## config.mk

```make
export PLATFORM = sky130hd
export DESIGN_NAME = fp_norm_sequencer
export DESIGN_NICKNAME = d
export VERILOG_FILES = /design/src/rtl/fp_norm_sequencer.sv
export SDC_FILE = /design/constraint.sdc
export NUM_CORES = 1
export LEC_CHECK = 0
export BUFFER_PORTS_ARGS = -buffer_cell sky130_fd_sc_hd__buf_2
export CAP_MARGIN = 20
export CORE_MARGIN = 1.5
export CORE_UTILIZATION = 40
export CTS_CLUSTER_DIAMETER = 150
export DETAILED_ROUTE_END_ITERATION = 7
export GPL_ROUTABILITY_DRIVEN = 0
export MAX_ROUTING_LAYER = met4
export PLACE_DENSITY = 0.59
export SLEW_MARGIN = 20
export SYNTH_ARGS = -nofsm -noshare
export SYNTH_HDL_FRONTEND = slang
export SYNTH_SLANG_ARGS = --single-unit
```

## constraint.sdc

```tcl
create_clock -name clk -period 7.3 [get_ports clk]
set_clock_uncertainty 0.2 [all_clocks]
set_input_delay 0.365 -clock clk [delete_from_list [all_inputs] [get_ports clk]]
set_output_delay 0.365 -clock clk [all_outputs]
set_load 0.02 [all_outputs]
```

## src/rtl/fp_norm_sequencer.sv

```systemverilog
// Iterative normalizer between the FP adder's mantissa stage and result packing.
// Handles carry-out, leading-zero shifts bounded to STEP per cycle, underflow, zero and overflow.
module fp_norm_sequencer #(
  parameter int MAN_W = 24,
  parameter int EXP_W = 8,
  parameter int STEP  = 4
) (
  input  logic             clk,
  input  logic             rst_n,
  input  logic             in_valid,
  output logic             in_ready,
  input  logic             in_sign,
  input  logic [EXP_W-1:0] in_exp,
  input  logic [MAN_W:0]   in_man,
  output logic             out_valid,
  input  logic             out_ready,
  output logic             out_sign,
  output logic [EXP_W-1:0] out_exp,
  output logic [MAN_W-1:0] out_man,
  output logic             out_zero,
  output logic             out_ovf,
  output logic             out_denorm,
  output logic             busy
);

  typedef enum logic [1:0] {IDLE = 2'd0, NORM = 2'd1, OUT = 2'd2} state_t;

  state_t           state_r, state_n;
  logic             sign_r, sign_n;
  logic [EXP_W-1:0] exp_r, exp_n;
  logic [MAN_W:0]   man_r, man_n;
  logic             zero_r, zero_n, ovf_r, ovf_n, denorm_r, denorm_n;

  logic [31:0]      lz_s, lim_s, exp_m1_s, sh_s;
  logic [EXP_W-1:0] exp_inc_s;

  function automatic logic [31:0] lzc(input logic [MAN_W-1:0] m);
    logic [31:0] n;
    logic        found;
    n     = 32'(MAN_W);
    found = 1'b0;
    for (int i = MAN_W - 1; i >= 0; i--) begin
      if (!found && m[i]) begin
        n     = 32'(MAN_W - 1 - i);
        found = 1'b1;
      end
    end
    return n;
  endfunction

  // Shift distance is capped by STEP and by keeping the exponent at or above 1.
  assign lz_s      = lzc(man_r[MAN_W-1:0]);
  assign lim_s     = (lz_s < 32'(STEP)) ? lz_s : 32'(STEP);
  assign exp_m1_s  = 32'(exp_r) - 32'd1;
  assign sh_s      = (exp_m1_s < lim_s) ? exp_m1_s : lim_s;
  assign exp_inc_s = exp_r + EXP_W'(1);

  // Next-state and working-register update, one normalization rule per NORM cycle.
  always_comb begin
    state_n  = state_r;
    sign_n   = sign_r;
    exp_n    = exp_r;
    man_n    = man_r;
    zero_n   = zero_r;
    ovf_n    = ovf_r;
    denorm_n = denorm_r;
    case (state_r)
      IDLE: begin
        if (in_valid) begin
          sign_n   = in_sign;
          exp_n    = in_exp;
          man_n    = in_man;
          zero_n   = 1'b0;
          ovf_n    = 1'b0;
          denorm_n = 1'b0;
          state_n  = NORM;
        end else begin
          state_n  = IDLE;
        end
      end
      NORM: begin
        if (man_r[MAN_W]) begin
          exp_n   = exp_inc_s;
          state_n = OUT;
          if (exp_inc_s == {EXP_W{1'b1}}) begin
            man_n = '0;
            ovf_n = 1'b1;
          end else begin
            man_n = {1'b0, man_r[MAN_W:1]};
          end
        end else if (man_r[MAN_W-1:0] == '0) begin
          exp_n   = '0;
          zero_n  = 1'b1;
          state_n = OUT;
        end else if (lz_s == 32'd0) begin
          state_n = OUT;
        end else if (exp_r == '0) begin
          denorm_n = 1'b1;
          state_n  = OUT;
        end else if (exp_r == EXP_W'(1)) begin
          exp_n    = '0;
          denorm_n = 1'b1;
          state_n  = OUT;
        end else begin
          man_n   = man_r << sh_s;
          exp_n   = exp_r - EXP_W'(sh_s);
          state_n = NORM;
        end
      end
      OUT: begin
        if (out_ready) begin
          state_n = IDLE;
        end else begin
          state_n = OUT;
        end
      end
      default: state_n = IDLE;
    endcase
  end

  // State and result registers; reset abandons any in-flight operation.
  always_ff @(posedge clk or negedge rst_n) begin
    if (!rst_n) begin
      state_r  <= IDLE;
      sign_r   <= 1'b0;
      exp_r    <= '0;
      man_r    <= '0;
      zero_r   <= 1'b0;
      ovf_r    <= 1'b0;
      denorm_r <= 1'b0;
    end else begin
      state_r  <= state_n;
      sign_r   <= sign_n;
      exp_r    <= exp_n;
      man_r    <= man_n;
      zero_r   <= zero_n;
      ovf_r    <= ovf_n;
      denorm_r <= denorm_n;
    end
  end

  assign in_ready   = (state_r == IDLE);
  assign busy       = (state_r == NORM) || (state_r == OUT);
  assign out_valid  = (state_r == OUT);
  assign out_sign   = sign_r;
  assign out_exp    = exp_r;
  assign out_man    = man_r[MAN_W-1:0];
  assign out_zero   = zero_r;
  assign out_ovf    = ovf_r;
  assign out_denorm = denorm_r;

endmodule

```

# Word level (Yosys, flattened, before mapping)

Index checks and enable logic that the tools add are counted.

Equal/unequal tests: 18
Muxes and demuxes: 85
Shift-type cells: 1
Add/subtract/negate cells: 3
Reductions and logical operators: 59
$lt $le $gt $ge: 2

Operator list:

| cell                                                        | number |
|---|---|
| 2-to-1 mux 32 bit                                           | 24 |
| 2-to-1 mux 25 bit                                           | 6 |
| case mux 25 bit (2 select lines)                            | 1 |
| 2-to-1 mux 8 bit                                            | 6 |
| 2-to-1 mux 1 bit                                            | 34 |
| zero test 32 bit                                            | 1 |
| less-than comparator 32 x 3 -> 1 bit, second input constant | 1 |
| less-than comparator 32 bit                                 | 1 |
| left shift 25 x 32 -> 25 bit                                | 1 |
| zero test 24 bit                                            | 1 |
| 2-to-1 mux 24 bit                                           | 1 |
| logical AND 1 bit                                           | 23 |
| zero test 1 bit                                             | 23 |
| case mux 8 bit (2 select lines)                             | 1 |
| != test 3 bit, second input constant                        | 5 |
| != test 2 bit, second input constant                        | 7 |
| 2-to-1 mux 2 bit                                            | 6 |
| AND reduction 4 bit                                         | 3 |
| AND reduction 6 bit                                         | 2 |
| 2-to-1 mux 5 bit                                            | 2 |
| subtractor 8 x 1 -> 9 bit, second input constant            | 1 |
| adder 8 x 1 -> 8 bit, second input constant                 | 1 |
| equality test 8 x 1 -> 1 bit, second input constant         | 1 |
| equality test 8 bit, second input constant                  | 1 |
| other kinds (11)                                            | 15 |

Bits in registers: 39

# Logic depth before layout (Yosys ltp)

Word-level depth: 81
Depth in mapped cells: 25
Depth with buffers taken out: 22

# Worst setup path before layout

Ideal clock, no wire load.

Kind: reg2reg
From: register exp_r[0] (netlist: out_exp[0])
To: register exp_r[7] (netlist: out_exp[7])
Clock period less this slack: 4.918 ns
Setup time: 0.136 ns
Slack: 2.382 ns
Required time: 6.964 ns
Path buffers: 3
Stages on the path, launching flop included: 26
Data arrival time: 4.582 ns
Cells stage by stage: dfrtp_1 > clkbuf_1 > inv_1 > ha_1 > nand2_1 > xnor2_1 > ha_1 > and2_1 > a32o_1 > a31o_1 > o21bai_1 > o31ai_4 > inv_2 > buf_2 > buf_4 > ha_1 > nor2b_1 > o21ai_0 > a21oi_1 > o21ai_0 > nand2_1 > and2_1 > o21ai_0 > a21oi_1 > o21ai_0 > o21ai_0

Word-level cells in the longest chain between the ends: 10

RTL lines:

| what                            | line | RTL |
|---|---|---|
| start, declared                 | 30   | `logic [EXP_W-1:0] exp_r, exp_n;` |
| start signal, assigned          | 134  | `exp_r <= exp_n;` |
| subtractor 8 x 1 -> 9 bit       | 54   | `assign exp_m1_s = 32'(exp_r) - 32'd1;` |
| less-than comparator 32 bit     | 55   | `assign sh_s = (exp_m1_s < lim_s) ? exp_m1_s : lim_s;` |
| 2-to-1 mux 32 bit               | 55   |  |
| subtractor 8 bit                | 106  | `exp_n = exp_r - EXP_W'(sh_s);` |
| 2-to-1 mux 8 bit                | 100  | `end else if (exp_r == EXP_W'(1)) begin` |
| 2-to-1 mux 8 bit                | 97   | `end else if (exp_r == '0) begin` |
| 2-to-1 mux 8 bit                | 95   | `end else if (lz_s == 32'd0) begin` |
| 2-to-1 mux 8 bit                | 91   | `end else if (man_r[MAN_W-1:0] == '0) begin` |
| 2-to-1 mux 8 bit                | 82   | `if (man_r[MAN_W]) begin` |
| case mux 8 bit (2 select lines) | 67   | `case (state_r)` |

Several ways; a longest one is shown, not always the timed one. The select of a mux whose other input is x is not followed.
A chain may end at the register's enable or synchronous reset.

# Worst setup path after layout

Same ends and word-level chain as after synthesis.

==> results.yml <==
final_layout:
  drive_gt1_share_pct: 20.46
  diodes: 0
  design_area_um2: 4643
  area_growth_pct: 8.604
  nNetsFinal: 623
  layout_common_cells: "buf_2 (75), mux2i_1 (50), nand2_1 (40)"
  final_common_cell: "buf_2"
timing:
  drv_slew: 0
  fmax_mhz: 176.8
  relSlewSlack_pct: 29.99
  final_hold_viol_count: 0
  min_period_ns: 5.655
  min_period_over_period_pct: 77.47
  setup_viol: 0
  tns_ns: 0
  fin_hold_ws_ns: 0.09509
  rsz0062_at_grt: "no"
  fin_ws_ns: 1.645
  worst_slew_pin_slew_ns: 1.050
flow_run:
  maxCapViolCount: 0
logic_synthesis:
  synth_cell_types: 66
  yosysWarnings: 0
  yosys-top-cells-area: "dfrtp_1 (23%), mux2i_1 (12%), ha_1 (5.3%), buf_4 (4.9%), a21oi_1 (4.3%)"
  synth-edff-count: 0
  synth_ff_type: "dfrtp_1"
  syn_area_per_cell_um2: 8.006
  syn-cell-area_um2: 4275
  async_flop_share_pct: 100.0
  syn_inst: 534
  synth_seq_cells: 39
  ys_seq_area_share_pct: 22.83
  yosys.area.top_type: "dfrtp_1"
  synth_top_area_share_pct: 22.83
routing:
  viasPerCell: 5.979
  ant_nets: 0
  vias: 4203
  first_iter_violations: 325
  drc: 0
  routedWlPerCell_um: 18.84
  wl_mm: 13.25
  dr.pass1.iters: 5
grt:
  grtUsageTotal_pct: 24.22
  antenna_found_initial: 0
  overflow: 0
  grt_start_max_net_pins: 40
  grt_pass1_vias: 4002
  grt_first_pass_wirelength_mm: 21.20
floorplan:
  chipWidth_um: 106.4
  num_rows: 37
  start_util_pct: 41.23
  die-area_um2: 11320
  io_pins: 77
  core_area_um2: 10370
  die_y_um: 106.4
placed_design:
  io_buffers: 76
  post-place-ws_ns: 1.717
  postPlaceCellArea_um2: 4524
  dp_hpwl_mm: 9.551
clock_network:
  h-tree-depth: 2
  clk_pin_slew_worst_paths_ns: 0.10
  clock_latency_ns: 0.31
  clock_sinks: 39
  cts_root_buffer: "clkbuf_8"
  clk_path_buf_depth: 2
  cts_buffers: 5
  cts_tree: "done"
setup_path:
  slowest_stage: "o31ai_4"
  endpoint: "out_exp[7]$_DFFE_PN0P_"
  worstReg2RegEnd: "out_exp[7]$_DFFE_PN0P_"
  crit_chain: "inv_1, ha_1, nand2_1, xnor2_1, ha_1, and2_1, a32o_1, a31o_1, o31ai_4, inv_2, ha_1, nor2b_1, o21ai_0, a21oi_1, o21ai_0, nand2_1, and2_1, o21ai_0, a21oi_1, o21ai_0, o21ai_0"
  path_common_cell: "o21ai_0"
  critPathArrivalTime_ns: 5.65
  critPathKind: "register to register"
  r2r_start: "out_exp[0]$_DFFE_PN0P_"
  endpoint_kind: "register"
  required_ns: 7.30
  rrSetupSlack_ns: 1.64
  ff2ff_path_depth: 21
  max_stage_delay_ns: 0.76
  start_kind: "register"
  crit_fanout: 21
  crit_start: "out_exp[0]$_DFFE_PN0P_"
min_path:
  holdCritPathClass: "primary input to register"
status:
  status: "finished, final reports clean"
-- stage by stage --
step / instances / util, %
after floorplan: 537 / -
after global placement: 694 / 43.63
after detailed placement: 694 / 43.63
after CTS: 702 / 44.63
after global routing: 703 / 44.78
final: 703 / 44.78
-- layout make-up --
cell class	count	area, um2
fill	1099	5727
multi-input combinational	415	2880
sequential	39	975.9
timing repair buffer	81	422.9
tap	136	170.2
clock buffer	7	96.34
inverter	24	90.09
clock inverter	1	7.507
-- critical path, delay by kind of cell, from the launching register on --
kind            cells  cell delay (ns)
compound gates     10             2.31
xor+xnor            1             0.14
fa+ha+maj           3             0.99
buf+inv             2             0.59
flops               1             0.65
simple gates        5             0.65
-- cells in the mapped netlist, types with 9 or more instances --
cell type / n
or3_1: 14
mux2i_1: 50
nor3_1: 19
ha_1: 18
nor2_1: 35
a221oi_1: 11
nand2_1: 40
nand3_1: 12
clkbuf_1: 23
inv_1: 22
a31oi_1: 9
mux2_2: 13
a21oi_1: 37
dfrtp_1: 39
buf_4: 28
o21ai_0: 36
-- kinds of logic after synthesis --
group                    count (synthesis)  synth area share (%)
multiplexers                            63                 15.13
flip-flops                              39                 22.83
buffers and inverters                   83                 10.13
AO/OA/AOI/OAI                          161                 25.58
other                                    1               0.08771
XOR/XNOR                                13                 2.663
adder cells (fa/ha/maj)                 19                 5.736
AND/OR/NAND/NOR                        155                 17.85
-- repair_timing --
item	4_1_cts	5_1_grt
endpoints found under the hold margin	0	39
endpoints found under the setup margin	0	0
hold buffers	0	1
buffers inserted	0	0
resized for setup	0	0
-- state kept, by name (all words and copies together), names as in the netlist --
register    cells
state_r         2
out_ovf         1
man_r          25
out_denorm      1
out_sign        1
out_zero        1
out_exp         8
-- how the worst min path moves through the flow --
stage	from	end	slack (ns)	depth (start not counted)
after global placement	out_sign$_DFFE_PN0P_	out_sign$_DFFE_PN0P_	0.28	1
after detailed placement	out_sign$_DFFE_PN0P_	out_sign$_DFFE_PN0P_	0.29	1
after floorplan	rst_n	man_r[0]$_DFFE_PN0P_	-0.13	0
after global routing	in_sign	out_sign$_DFFE_PN0P_	0.1	2
final	in_sign	out_sign$_DFFE_PN0P_	0.1	2
after CTS	rst_n	man_r[10]$_DFFE_PN0P_	0.06	1
-- per-layer routing --
metal  wire length (um)  global-route usage, %  up-vias  share of wire (%)
met5                  0                      -        -                  0
met4                282                  6.081        0                2.1
met3                745                  2.698       23                5.6
met2               5992                  38.11      143                 45
met1               6228                  33.21     2010                 47
li1                   -                      -     2027                  -
Power is left out: the tool's default activity adds up to more than one toggle a clock period on the data nets, which glitch-free logic cannot reach.
